**config.mk**
```make
export PLATFORM = sky130hd
export DESIGN_NAME = cellrv32_cpu_cp_sched
export DESIGN_NICKNAME = d
export VERILOG_FILES = /design/src/rtl/cellrv32_package.sv /design/src/rtl/cellrv32_cpu_cp_resmux.sv /design/src/rtl/cellrv32_cpu_cp_sched.sv
export SDC_FILE = /design/constraint.sdc
export NUM_CORES = 1
export LEC_CHECK = 0
export BUFFER_PORTS_ARGS = -buffer_cell sky130_fd_sc_hd__buf_4
export CAP_MARGIN = 20
export CORE_AREA = 5 5 122 124
export DETAILED_ROUTE_END_ITERATION = 8
export DIE_AREA = 0 0 127 129
export HOLD_SLACK_MARGIN = 0.08
export PLACE_DENSITY = 0.84
export SETUP_SLACK_MARGIN = 0.02
export SLEW_MARGIN = 5
export SYNTH_ARGS = -nofsm -noshare
export SYNTH_HDL_FRONTEND = slang
export SYNTH_HIERARCHICAL = 1
export SYNTH_SLANG_ARGS = --single-unit
```
**constraint.sdc**
```tcl
create_clock -name clk_i -period 2.4 [get_ports clk_i]
set_input_delay 0.12 -clock clk_i [delete_from_list [all_inputs] [get_ports clk_i]]
set_output_delay 0.12 -clock clk_i [all_outputs]
set_load 0.02 [all_outputs]
```
**src/rtl/cellrv32_package.sv**
```systemverilog
// Shared definitions for the cellrv32 CPU co-processor scheduler:
// FSM state type, default timeout width and co-processor slot assignment.
package cellrv32_package;

    typedef enum logic [1:0] {
        IDLE = 2'b00,
        RUN  = 2'b01,
        CAPT = 2'b10
    } cp_sched_state_t;

    localparam int CP_SCHED_TMO_BITS_C = 7;

    // Co-processor slot map
    localparam int CP_SEL_SHIFT_C    = 0;
    localparam int CP_SEL_MULDIV_C   = 1;
    localparam int CP_SEL_BITMANIP_C = 2;
    localparam int CP_SEL_FPU_C      = 3;
    localparam int CP_SEL_CFU_C      = 4;
    localparam int CP_SEL_COND_C     = 5;
    localparam int CP_SEL_CRYPTO_C   = 6;
    localparam int CP_SEL_CUSTOM_C   = 7;

endpackage

```
**src/rtl/cellrv32_cpu_cp_resmux.sv**
```systemverilog
// Combinational NUM_CP-to-1 selector for co-processor valid flags and results,
// indexed by the latched slot number.
module cellrv32_cpu_cp_resmux #(
    parameter  int XLEN   = 32,
    parameter  int NUM_CP = 8,
    localparam int SEL_W  = (NUM_CP > 1) ? $clog2(NUM_CP) : 1
) (
    input  logic [SEL_W-1:0]       sel_i,
    input  logic [NUM_CP-1:0]      valid_i,
    input  logic [NUM_CP*XLEN-1:0] res_i,
    output logic                   valid_o,
    output logic [XLEN-1:0]        res_o
);

    always_comb begin
        valid_o = 1'b0;
        res_o   = '0;
        for (int unsigned i = 0; i < NUM_CP; i++) begin
            if (sel_i == SEL_W'(i)) begin
                valid_o = valid_i[i];
                res_o   = res_i[i*XLEN +: XLEN];
            end
        end
    end

endmodule

```
**src/rtl/cellrv32_cpu_cp_sched.sv**
```systemverilog
// Co-processor dispatcher: validates the requested slot, holds its start line,
// captures the result one cycle after valid, and guards with timeout/abort.
module cellrv32_cpu_cp_sched
    import cellrv32_package::*;
#(
    parameter  int XLEN     = 32,
    parameter  int NUM_CP   = 8,
    parameter  int TMO_BITS = CP_SCHED_TMO_BITS_C,
    localparam int SEL_W    = (NUM_CP > 1) ? $clog2(NUM_CP) : 1
) (
    input  logic                   clk_i,
    input  logic                   rstn_i,
    input  logic                   trig_i,
    input  logic [SEL_W-1:0]       sel_i,
    input  logic [NUM_CP-1:0]      en_i,
    input  logic                   abort_i,
    output logic [NUM_CP-1:0]      cp_start_o,
    input  logic [NUM_CP-1:0]      cp_valid_i,
    input  logic [NUM_CP*XLEN-1:0] cp_res_i,
    output logic [XLEN-1:0]        res_o,
    output logic                   done_o,
    output logic                   busy_o,
    output logic                   exc_o
);

    cp_sched_state_t     state_q, state_d;
    logic [SEL_W-1:0]    sel_q, sel_d;
    logic [TMO_BITS-1:0] cnt_q, cnt_d, cnt_inc;
    logic [NUM_CP-1:0]   start_d;
    logic [XLEN-1:0]     res_d;
    logic                done_d, exc_d;
    logic                slot_legal;
    logic                sel_valid;
    logic [XLEN-1:0]     sel_res;

    cellrv32_cpu_cp_resmux #(
        .XLEN   (XLEN),
        .NUM_CP (NUM_CP)
    ) u_resmux (
        .sel_i   (sel_q),
        .valid_i (cp_valid_i),
        .res_i   (cp_res_i),
        .valid_o (sel_valid),
        .res_o   (sel_res)
    );

    assign slot_legal = (32'(sel_i) < NUM_CP) && en_i[sel_i];
    assign busy_o     = (state_q != IDLE);

    always_comb begin
        state_d = state_q;
        sel_d   = sel_q;
        cnt_d   = cnt_q;
        cnt_inc = cnt_q + TMO_BITS'(1);
        start_d = cp_start_o;
        res_d   = res_o;
        done_d  = 1'b0;
        exc_d   = 1'b0;
        if (abort_i) begin
            state_d = IDLE;
            start_d = '0;
        end else begin
            unique case (state_q)
                IDLE: begin
                    if (trig_i) begin
                        if (slot_legal) begin
                            sel_d   = sel_i;
                            cnt_d   = '0;
                            start_d = NUM_CP'(1) << sel_i;
                            state_d = RUN;
                        end else begin
                            exc_d = 1'b1;
                        end
                    end
                end
                RUN: begin
                    // valid beats a timeout occurring on the same edge
                    if (sel_valid) begin
                        state_d = CAPT;
                        start_d = '0;
                    end else if (&cnt_inc) begin
                        state_d = IDLE;
                        start_d = '0;
                        exc_d   = 1'b1;
                    end else begin
                        cnt_d = cnt_inc;
                    end
                end
                CAPT: begin
                    res_d   = sel_res;
                    done_d  = 1'b1;
                    state_d = IDLE;
                end
                default: begin
                    state_d = IDLE;
                    start_d = '0;
                end
            endcase
        end
    end

    always_ff @(posedge clk_i or negedge rstn_i) begin
        if (!rstn_i) begin
            state_q    <= IDLE;
            sel_q      <= '0;
            cnt_q      <= '0;
            cp_start_o <= '0;
            res_o      <= '0;
            done_o     <= 1'b0;
            exc_o      <= 1'b0;
        end else begin
            state_q    <= state_d;
            sel_q      <= sel_d;
            cnt_q      <= cnt_d;
            cp_start_o <= start_d;
            res_o      <= res_d;
            done_o     <= done_d;
            exc_o      <= exc_d;
        end
    end

endmodule

```
==> reports/results.md <==
• **outcome** completed
• **Filler Cell Count** 1,236
• **core region area** 13,700 sq um
• **Compound-Gate Fraction of Synth Area** 29.0%
• **Worst setup EP type** flip-flop
• **Data required, critical path** 2.58 ns
• **overall die area** 16,400 sq um
• **cell count of the worst reg-to-reg path** 8
• **CP Cell Sequence** nor2b_4 > a221oi_2 > a21oi_1 > o31a_1 > or3_4 > a41o_4 > and2_4 > a211o_1
• **path type of the worst min-delay path** input port to flip-flop
• **#FFs+latches synth** 54
• **highest cell delay on the worst timing path** 0.53 ns
• **Max Buffers Root-to-Sink** 2
• **via count of the first global-routing pass** 5,817
• **clock input transition at the sequential cells of the worst setup and hold paths** 0.08 ns
• **cell chosen for the clock root** sky130_fd_sc_hd__clkbuf_16
• **switch share** 43.3%
• **max_slew headroom** 52.7%
• **final setup slack of the worst path** 0.0156 ns
• **Final Wtd Congestion** 0.859
• **iteration-0 DRC count of the detailed router** 335
• **DR WL/cell** 18.7 um
• **type of the setup path with the least slack** flip-flop to flip-flop
• **Post-Synthesis Cell Area** 5060 sq um
• **area share of fa/ha/maj cells after synthesis** 0.494%
• **setup slack at placement** 0.0160 ns
• **area taken by multi-input logic gates** 3410 sq um
• **max frequency** 419 MHz
• **Hold Path Depth** 3
• **Post-Syn Area per Cell** 9.05 sq um
• **slew at the pin closest to its max-slew limit** 0.709 ns
• **Pwr Density** 862 nW/um^2
• **fraction of final layout cells with drive strength greater than 1** 52.9%
• **post-synthesis xor/xnor area fraction** 0%
• **horizontal die dimension** 127 um
• **number of clock buffers inserted by TritonCTS** 5
• **sequential share of power** 22.7%
• **setup violators final** 0
• **Crit-path slowest cell** sky130_fd_sc_hd__dfrtp_4
• **post-detailed-routing wire length** 19,300 um
• **P&R area growth vs syn** 53.5%
• **Port Buf Inserts** 321
• **Synth Warn #** 6
• **GRT Overall Usage** 21.8%
• **Starting Density** 37.0%
• **diode count** 0
• **first-pass GRT wire length** 29,100 um
• **worst hold margin** 0.0952 ns
• **Seq/Total Area, Yosys** 26.7%
• **async set or reset register ratio after synthesis** 100%
• **minimum clock period after layout** 2.38 ns
• **Final Hold Viols** 0
• **predominant post-synthesis flop cell** sky130_fd_sc_hd__dfrtp_1
• **leak pwr** 3.73 nW
• **combinational cell fraction of total power** 64.6%
• **synthesized-area fraction occupied by and/or/nand/nor cells** 13.6%
• **main combinational cell family by area after synthesis** compound AO/OA/AOI/OAI gates
• **kind of start point of the critical path** flip-flop
• **I/O pin count** 322
• **std cell rows** 43
• **relative contribution of the clock network to total power** 12.7%
• **footprint of the flip-flops and latches** 1360 sq um
• **internal cell power** 3.80 mW
• **number of design rule violations left after detail routing** 0
• **count of maximum capacitance violations** 0
• **clock tree from TritonCTS** built
• **unrepaired setup endpoints after global routing** true
• **path length in cells of the critical path** 8
• **Synth Instances** 559
• **detailed-routing iteration count for the pre-antenna-repair pass** 5
• **total grt overflow** 0
• **proportion of synthesized area in mux cells** 22.6%
• **vias after detailed routing** 5,673
• **final clock period utilization by the worst path** 99.3%
• **Peak supply drop** 832 uV
• **Top Family by Delay on Critical Path** compound AO/OA/AOI/OAI gates
• **maximum net fanout on the critical path** 7
• **number of H-tree branching levels** 2
• **number of buffers and inverters on the critical path** 0
• **number of enable flip-flop cells after synthesis** 0
• **insertion delay to the later sink of the worst-skew pair** 0.29 ns
• **post-route ant nets** 0
• **initial antenna violation count** 0
• **HPWL reported at the end of detailed placement** 14,600 um
• **Sinks on Clock Net** 54
• **Die H** 129 um
• **layout net count** 1,133
• **Post-Route Skew** 0.00867 ns
• **maximum number of pins on one net before global-route repair** 129
• **endpoint arrival time on the critical path** 2.57 ns
• **unique cell type count in the Yosys netlist** 52
• **syn_nets** 840
• **Vias/cell** 5.49
• **power spent charging and discharging nets** 2.90 mW
• **fin. max-slew vios** 0
worst min-delay path: stages:
cell and delay, ns:
sky130_fd_sc_hd__buf_4 0.13, sky130_fd_sc_hd__nand2_1 0.05, sky130_fd_sc_hd__o2bb2ai_1 0.05
worst paths after layout:
kind | startpoint | end | slack (ns)
max | sel_q[1] | cnt_q[2] | 0.02
min | sel_i[0] | cp_start_o[7] | 0.1
max reg2reg | sel_q[1] | cnt_q[2] | 0.02
min reg2reg | res_o[18] | res_o[18] | 0.51
max in group asynchronous | rstn_i | sel_q[0] | 1.46
min in group asynchronous | rstn_i | res_o[1] | 0.41
cell families after synthesis:
kind of cell             after synthesis
multiplexers                         107
flip-flops                            54
adder cells (fa/ha/maj)                2
buffers and inverters                 63
AND/OR/NAND/NOR                      143
AO/OA/AOI/OAI                        190
state kept, by name (all words and copies together) (netlist names):
name / flops
res_o: 32
sel_q: 3
done_o: 1
cnt_q: 7
exc_o: 1
state_q: 2
cp_start_o: 8
power by group through the flow:
stage	registers (mW)	clock network, mW	logic [mW]
floorplan	1.80	0	2.66
global placement	1.51	0	4.20
detailed placement	1.53	0	4.28
CTS	1.51	0.876	4.30
global route	1.57	0.920	4.65
finish	1.52	0.854	4.33
cells in the final DEF, fill, tap and decap left out, drive strengths merged, types with 15 or more instances in the layout:
cell | Yosys | layout
buf | 45 | 338
nand2 | 70 | 70
mux2i | 70 | 70
a21oi | 57 | 57
dfrtp | 54 | 54
mux2 | 35 | 35
or2 | 29 | 29
a22oi | 28 | 28
o31a | 27 | 27
a221oi | 27 | 27
o21ai | 19 | 19
nor2 | 15 | 15
metrics by stage:
step / cells / total power, mW / setup TNS [ns] / area, sq um / utilization, %
global placement: 1022 / 5.70 / 0 / 7520 / 55.1
detailed placement: 1022 / 5.81 / 0 / 7520 / 55.1
global route: 1033 / 7.14 / -0.537 / 7770 / 56.9
CTS: 1033 / 6.69 / 0 / 7720 / 56.5
finish: 1033 / 6.70 / 0 / 7770 / 56.9
floorplan: 559 / 4.46 / -0.0528 / 5080 / -
synth_stat cells (all sizes together), types with 3 or more instances:
cell type / count / area [sq um]
a32o: 4 / 40.0
dfrtp: 54 / 1350
nor2: 15 / 56.3
a22oi: 28 / 224
o21ai: 19 / 98.9
o31a: 27 / 236
nand3: 5 / 25.0
or4: 3 / 22.5
a22o: 3 / 26.3
mux2i: 70 / 701
a221oi: 27 / 362
or2: 29 / 181
a21oi: 57 / 285
clkbuf: 9 / 37.5
inv: 9 / 33.8
nor3: 4 / 20.0
o31ai: 3 / 27.5
mux2: 35 / 394
nor2b: 4 / 25.0
o211ai: 12 / 90.1
nand2: 70 / 263
buf: 45 / 312
cell type report:
class	count	area share, %
inverter	9	0.435
clock buffer	5	1.61
multi-input combinational	442	43.9
clock inverter	3	0.612
timing repair buffer	340	33.1
sequential	54	17.5
tap	180	2.90
routing by layer:
metal,wire [um],vias up,global-route usage (%)
met5,0,-,0
met4,412,0,6.37
li1,-,2696,-
met3,1520,33,4.61
met1,7620,2692,26.5
met2,9730,252,38.7
repair_timing:
action / in CTS / in global routing
gates cloned: 0 / 0
hold buffers: 2 / 0
setup buffers: 1 / 0
endpoints found under the hold margin: 56 / 0
setup endpoints to repair: 2 / 15
pin swaps: 0 / 2
resized for setup: 0 / 7
No activity file was read; power rests on OpenSTA's default activity.
